## src/rtl/gpio_cfg_shift_pkg.sv

```systemverilog
// Shared constants for the per-pad GPIO configuration shift block:
// word width, reset value, shadow bit positions and load FSM states.
package gpio_cfg_shift_pkg;

    localparam int CFG_BITS = 13;
    localparam logic [CFG_BITS-1:0] CFG_DEFAULT = 13'h0403;

    localparam int MGMT_ENA_IDX    = 0;
    localparam int OUTENB_IDX      = 1;
    localparam int HOLDOVER_IDX    = 2;
    localparam int INENB_IDX       = 3;
    localparam int IB_MODE_SEL_IDX = 4;
    localparam int ANALOG_EN_IDX   = 5;
    localparam int ANALOG_SEL_IDX  = 6;
    localparam int ANALOG_POL_IDX  = 7;
    localparam int SLOW_SEL_IDX    = 8;
    localparam int VTRIP_SEL_IDX   = 9;
    localparam int DM_LSB_IDX      = 10;
    localparam int DM_MSB_IDX      = 12;

    typedef enum logic [1:0] {
        ST_IDLE  = 2'd0,
        ST_SAFE  = 2'd1,
        ST_APPLY = 2'd2
    } load_state_e;

endpackage

```

## src/rtl/gpio_cfg_shift.sv

```systemverilog
// Per-pad configuration block: serial chain shift register, staged load into
// a shadow word, and the pad/owner data muxing driven by that shadow.
module gpio_cfg_shift #(
    parameter int                  CFG_BITS    = gpio_cfg_shift_pkg::CFG_BITS,
    parameter logic [CFG_BITS-1:0] CFG_DEFAULT = gpio_cfg_shift_pkg::CFG_DEFAULT
) (
    input  logic       clock,
    input  logic       reset,
    input  logic       serial_shift,
    input  logic       serial_data_in,
    input  logic       serial_load,
    output logic       serial_data_out,
    input  logic       mgmt_gpio_out,
    input  logic       mgmt_gpio_oeb,
    output logic       mgmt_gpio_in,
    input  logic       user_gpio_out,
    input  logic       user_gpio_oeb,
    output logic       user_gpio_in,
    input  logic       pad_gpio_in,
    output logic       pad_gpio_out,
    output logic       pad_gpio_outenb,
    output logic       pad_gpio_inenb,
    output logic [2:0] pad_gpio_dm,
    output logic       pad_gpio_holdover,
    output logic       pad_gpio_ib_mode_sel,
    output logic       pad_gpio_analog_en,
    output logic       pad_gpio_analog_sel,
    output logic       pad_gpio_analog_pol,
    output logic       pad_gpio_slow_sel,
    output logic       pad_gpio_vtrip_sel
);
    import gpio_cfg_shift_pkg::*;

    logic [CFG_BITS-1:0] shift_q, shift_d;
    logic [CFG_BITS-1:0] pending_q, pending_d;
    logic [CFG_BITS-1:0] shadow_q, shadow_d;
    load_state_e         state_q, state_d;

    always_comb begin
        shift_d   = shift_q;
        pending_d = pending_q;
        shadow_d  = shadow_q;
        state_d   = state_q;
        if (serial_shift)
            shift_d = {shift_q[CFG_BITS-2:0], serial_data_in};
        // pending takes shift_q (pre-shift) so a coincident shift doesn't leak in
        case (state_q)
            ST_IDLE: begin
                if (serial_load) begin
                    pending_d = shift_q;
                    state_d   = ST_SAFE;
                end
            end
            ST_SAFE:  state_d = ST_APPLY;
            ST_APPLY: begin
                shadow_d = pending_q;
                state_d  = ST_IDLE;
            end
            default:  state_d = ST_IDLE;
        endcase
    end

    always_ff @(posedge clock) begin
        if (reset) begin
            shift_q   <= '0;
            pending_q <= '0;
            shadow_q  <= CFG_DEFAULT;
            state_q   <= ST_IDLE;
        end else begin
            shift_q   <= shift_d;
            pending_q <= pending_d;
            shadow_q  <= shadow_d;
            state_q   <= state_d;
        end
    end

    logic mgmt_ena, cfg_outenb, cfg_inenb, owner_in, switching;

    assign mgmt_ena   = shadow_q[MGMT_ENA_IDX];
    assign cfg_outenb = shadow_q[OUTENB_IDX];
    assign cfg_inenb  = shadow_q[INENB_IDX];
    assign owner_in   = pad_gpio_in & ~cfg_inenb;
    assign switching  = (state_q != ST_IDLE);

    assign serial_data_out = shift_q[CFG_BITS-1];

    // Output driver held off while the new owner/mode is being staged
    assign pad_gpio_out    = mgmt_ena ? mgmt_gpio_out : user_gpio_out;
    assign pad_gpio_outenb = switching |
                             (mgmt_ena ? (mgmt_gpio_oeb | cfg_outenb) : user_gpio_oeb);
    assign mgmt_gpio_in    = mgmt_ena ? owner_in : 1'b0;
    assign user_gpio_in    = mgmt_ena ? 1'b0 : owner_in;

    assign pad_gpio_inenb       = cfg_inenb;
    assign pad_gpio_dm          = shadow_q[DM_MSB_IDX:DM_LSB_IDX];
    assign pad_gpio_holdover    = shadow_q[HOLDOVER_IDX];
    assign pad_gpio_ib_mode_sel = shadow_q[IB_MODE_SEL_IDX];
    assign pad_gpio_analog_en   = shadow_q[ANALOG_EN_IDX];
    assign pad_gpio_analog_sel  = shadow_q[ANALOG_SEL_IDX];
    assign pad_gpio_analog_pol  = shadow_q[ANALOG_POL_IDX];
    assign pad_gpio_slow_sel    = shadow_q[SLOW_SEL_IDX];
    assign pad_gpio_vtrip_sel   = shadow_q[VTRIP_SEL_IDX];

endmodule
```

## config.mk

```make
export PLATFORM = sky130hd
export DESIGN_NAME = gpio_cfg_shift
export DESIGN_NICKNAME = d
export VERILOG_FILES = /design/src/rtl/gpio_cfg_shift_pkg.sv /design/src/rtl/gpio_cfg_shift.sv
export SDC_FILE = /design/constraint.sdc
export NUM_CORES = 1
export LEC_CHECK = 0
export CORE_AREA = 3 3 59 61
export CTS_BUF_LIST = sky130_fd_sc_hd__clkbuf_16
export CTS_CLUSTER_SIZE = 25
export DETAILED_ROUTE_END_ITERATION = 6
export DIE_AREA = 0 0 62 64
export PLACE_DENSITY = 0.75
export SLEW_MARGIN = 15
export SYNTH_ARGS = -nofsm -noshare
export SYNTH_HDL_FRONTEND = slang
export SYNTH_SLANG_ARGS = --single-unit
```

## constraint.sdc

```tcl
create_clock -name clock -period 1.35 [get_ports clock]
set_input_delay 0.3375 -clock clock [delete_from_list [all_inputs] [get_ports clock]]
set_output_delay 0.3375 -clock clock [all_outputs]
set_load 0.1 [all_outputs]
```

# Word-level counts from Yosys, hierarchy flattened
# Index checks and enable logic that the tools add are counted.
[classes]
reduce_logical = 3
n_bitwise = 4
eq_ne = 3
n_mux = 6
[ops]
columns = ["operator", "n"]
rows = [
  ["1-bit two-way mux", 4],
  ["2-bit case mux with 2 select lines", 1],
  ["2-bit by 1-bit equality test with 1-bit output (second input constant)", 1],
  ["2-bit equality test (second input constant)", 1],
  ["2-bit logical NOT", 1],
  ["2-bit two-way mux", 1],
  ["2-bit inequality test (second input constant)", 1],
  ["1-bit OR", 2],
  ["2-bit AND reduction", 1],
  ["2-bit nonzero test", 1],
  ["1-bit bitwise AND", 1],
  ["1-bit inverter", 1],
]
[word_totals]
ff_bits = 41
input_bits = 10
elab_cells = 20

# Longest topological paths before layout
[logic_depth]
ltp_word = 3
depth_mapped = 4
mapped_depth_nobuf = 3

# Worst setup path before layout
# Ideal clock, no wire load.
[synth_timing]
path_kind = "register to output"
start = "reg shadow_q[3]"
end = "out user_gpio_in"
arrival_time_ps = 3011
n_path_buf = 0
slack_ps = -1999
required_time_ps = 1013
path_stages_with_launch = 2
path_cell_list = "dfxtp_1 > nor3b_1"
[synth_between]
elab_chain_cells = 3
[synth_lines]
columns = ["element", "line_no", "source"]
rows = [
  ["from (decl)", "gpio_cfg_shift.sv:36", "logic [CFG_BITS-1:0] shadow_q, shadow_d;"],
  ["from (signal assigned)", "gpio_cfg_shift.sv:72", "shadow_q <= shadow_d;"],
  ["1-bit inverter", "gpio_cfg_shift.sv:82", "assign owner_in = pad_gpio_in & ~cfg_inenb;"],
  ["1-bit bitwise AND", "gpio_cfg_shift.sv:82", ""],
  ["1-bit two-way mux", "gpio_cfg_shift.sv:92", "assign user_gpio_in = mgmt_ena ? 1'b0 : owner_in;"],
  ["to (decl)", "gpio_cfg_shift.sv:18", "output logic user_gpio_in,"],
]
# Every way passes these cells.

# Final worst setup path
[layout_timing]
start = "reg shadow_q[1]"
end = "out pad_gpio_outenb"
[layout_between]
elab_chain_cells = 3
[layout_lines]
columns = ["element", "line_no", "source"]
rows = [
  ["1-bit OR", "gpio_cfg_shift.sv:90", "(mgmt_ena ? (mgmt_gpio_oeb | cfg_outenb) : user_gpio_oeb);"],
  ["1-bit two-way mux", "gpio_cfg_shift.sv:90", ""],
  ["1-bit OR", "gpio_cfg_shift.sv:89", "assign pad_gpio_outenb = switching |"],
  ["to (decl)", "gpio_cfg_shift.sv:21", "output logic pad_gpio_outenb,"],
]
# Every way passes these cells.

==> summary.md <==
| Metric | Value |
|---|---|
| Top post-synthesis cells by area | dfxtp_1 54%, mux2i_1 17%, nor2_1 6.9% |
| Core Box Area | approximately 0.0030 mm² |
| Max FO, Critical Path | 2 |
| FP Rows | 20 |
| Max Slew Vio Count | 0 |
| PnR worst setup slack | -285.1 ps |
| Mapped Avg Cell Area | between 9 and 10 µm² |
| Ys Warns | 0 |
| Worst hold start | pending_q[2] |
| Share of layout cells above drive strength 1 | 0.2174 |
| Final Power | around 2.7 mW |
| Status | finished with violations |
| Post-synth top cells | 41 x dfxtp_1, 28 x nor2_1, 26 x mux2i_1, 26 x nand2_1, 11 x a21oi_1 |
| Initial DRC Count | between 50 and 60 |
| CP Buf/Inv Count | 1 |
| Max Cap Viol | 0 |
| FMAX | a little over 600 MHz |
| Final HPWL DP | between 1500 and 2000 µm |
| Synth top area share | 0.5413 |
| Worst skew pair latency | around 280 ps |
| Top routing layer in use | met4 |
| 1st-pass router iterations | 5 |
| Clk buf depth | 2 |
| Layout area overhead | 46.04% |
| Delay of the slowest critical-path stage | around 340 ps |
| Power per cell area | between 1000 and 1500 mW/mm² |
| Post-synth top area cell | dfxtp_1 |
| Antenna Cells | 0 |
| R2R cell count | 4 |
| Drt wl/cell | between 10 and 15 µm |
| Initial core utilization | 0.5008 |
| Hold-fix buffers, CTS | 0 |
| Endpoints failing hold | 0 |
| Worst R2R Start | state_q[1] |
| Reg clk slew, reported paths | about 60 ps |
| Via Count | ~1100 |
| CP Cell Sequence | nor2_2, a21oi_1, or3_4, buf_12 |
| Crit-path slowest cell | or3_4 |
| Total Die Area | between 0.003 and 0.004 mm² |
| WS Path Type | flop to primary output |
| Startpoint types | flop |
| Area of the mapped netlist | about 0.0015 mm² |
| Clk_skew | 6.865 ps |
| Number of clock sinks | 41 |
| Finish-stage setup viols | 4 |
| Setup TNS | -761.2 ps |
| Utilization after layout | 0.7314 |
| Post-synthesis cell type count | 18 |
| Remaining antenna violation count | 0 |
| Synth Instances | 156 |
| Clock Tree Root | clkbuf_16 |
| Gp weighted congestion | approximately 0.68 |
| Post-synthesis async set-or-reset flop share | 0 |
| Routed met2 length | 1626 µm |
| Fin crit period | approximately 1600 ps |
| Final Hold Slack | 452.4 ps |
| Placed Instances | 218 |
| Post-synthesis sequential area ratio | 0.5413 |
| Fin crit share | 1.211 |
| Crit path max-delay family | simple AND/OR/NAND/NOR gates |
| Leak pwr | about 0.91 nW |
| Worst R2R End | pending_q[7] |
| Die Wd | roughly 62 µm |
| Worst EP required | between 1000 and 1500 ps |
| Die height | 64 µm |
| Crit end category | primary output |
| Count leader, synth | dfxtp_1 |
| WHS Endpoint | shadow_q[2] |
| Num CTS Buffers | 5 |
| Worst Path Arrival | between 1000 and 1500 ps |
| RSZ-0062 raised after global routing | true |
| Post-synth EDFFs | 0 |
| Largest net degree at the start of global routing | 35 |
| H-tree level count | 2 |
| Vias in the first global route | between 1000 and 1500 |
| Worst vdd ir | about 960 µV |
| WL met1 | approximately 1300 µm |
| Remaining DRCs | 0 |
| Failing checks | negative setup slack |
| Global-route wire length before repair | 5016 µm |
| Port bufs | 25 |
| Cell count of the worst hold path | 2 |
| Worst slew pin tran | roughly 420 ps |
| Final #Nets | 193 |
| Ys flop type | dfxtp_1 |
| Aggregate global routing overflow | 0 |
| WL met3 | 183 µm |
| Final non-filler cell total | 228 |
| Post-Synthesis Net Count | approximately 170 |
| GRT Util Overall | 0.1739 |
| Number of I/O pins | 26 |
| Worst reg-to-reg setup slack | approximately 70 ps |
| Number of synthesized register bits | 41 |
| Final WL | roughly 3200 µm |
| Vias per cell | a little over 5 |
| Relative slew slack | 0.7171 |
| Hold Crit Class | flop to flop |
| Antenna violations before repair | 0 |
| CTS tree | built |
metrics by stage:
stage | cell area, µm² | setup WS (ps)
global route | 2215 | -343.0
detailed placement | 2004 | -406.1
global placement | 2004 | -384.7
floorplan | 1536 | -313.9
finish | 2215 | -285.1
CTS | 2178 | -289.9
area by class of cell:
cell class                      instances  area, µm²
Tap cell                               44      55.05
Timing Repair Buffer                   32      520.5
Clock buffer                            6      150.1
Sequential cell                        41      829.5
Fill cell                             215      813.3
Clock inverter                          2      11.26
Multi-Input combinational cell        103      648.1
sequential cells by signal (all words and copies together), names as in the netlist:
register	flops
state_q	2
shadow_q	13
shift_q	13
pending_q	13
tightest hold or removal path, delay by kind of cell, from the launching register on:
kind             cells  cell delay [ps]
AND/OR/NAND/NOR      1               50
flip-flops           1              310
AO/OA/AOI/OAI        1               50
power breakdown:
part | internal (mW) | total (mW) | switching (mW)
Clock | 0.789 | 1.23 | 0.441
Combinational | 0.128 | 0.268 | 0.140
Sequential | 1.22 | 1.23 | 0.0144
Total | 2.14 | 2.73 | 0.596
placed cells by master (no fill, tap or decap):
master,synthesis,final
or2b_1,1,1
buf_4,3,2
dlygate4sd2_1,0,3
buf_12,0,19
clkinvlp_4,0,1
and3b_2,0,1
or3_4,0,1
clkdlybuf4s50_1,0,5
mux2_4,0,1
a21oi_1,11,11
buf_6,0,1
nand3b_1,3,3
clkinv_1,0,1
nor3b_1,2,1
dlymetal6s2s_1,0,1
dfxtp_2,0,1
clkbuf_16,0,7
nor2_1,28,26
nor3b_4,1,2
nor2_2,0,2
dfxtp_1,41,38
nand2_1,26,26
mux2i_1,26,26
and2b_1,1,1
nor2b_1,1,1
dfxtp_4,0,2
timing repair:
| item | 4_1_cts | 5_1_grt |
|---|---|---|
| setup endpoints to repair | 4 | 17 |
| pin swaps | 6 | 5 |
| resized for setup | 6 | 5 |
| setup buffers | 1 | 0 |
| gates cloned | 0 | 1 |
worst max path at each step:
stage	startpoint	to	slack, ps	cells after the start
after floorplan	shadow_q[3]	user_gpio_in	-310	1
after global placement	mgmt_gpio_oeb	pad_gpio_outenb	-380	5
after detailed placement	mgmt_gpio_oeb	pad_gpio_outenb	-410	5
after CTS	shadow_q[1]	pad_gpio_outenb	-290	4
after global routing	shadow_q[1]	pad_gpio_outenb	-340	4
final	shadow_q[1]	pad_gpio_outenb	-290	4
kinds of logic after synthesis:
kind of cell	Yosys count	share of synthesized area
AO/OA/AOI/OAI	11	0.03630
buffers and inverters	12	0.04785
multiplexers	27	0.1790
flip-flops	41	0.5413
AND/OR/NAND/NOR	65	0.1955
per-layer routing:
layer | global-route usage | vias up
met5 | 0 | -
met4 | 0.08753 | 0
met3 | 0.04444 | 4
met2 | 0.2798 | 40
met1 | 0.2065 | 538
li1 | - | 567
Power figures use the tool's default switching activity.
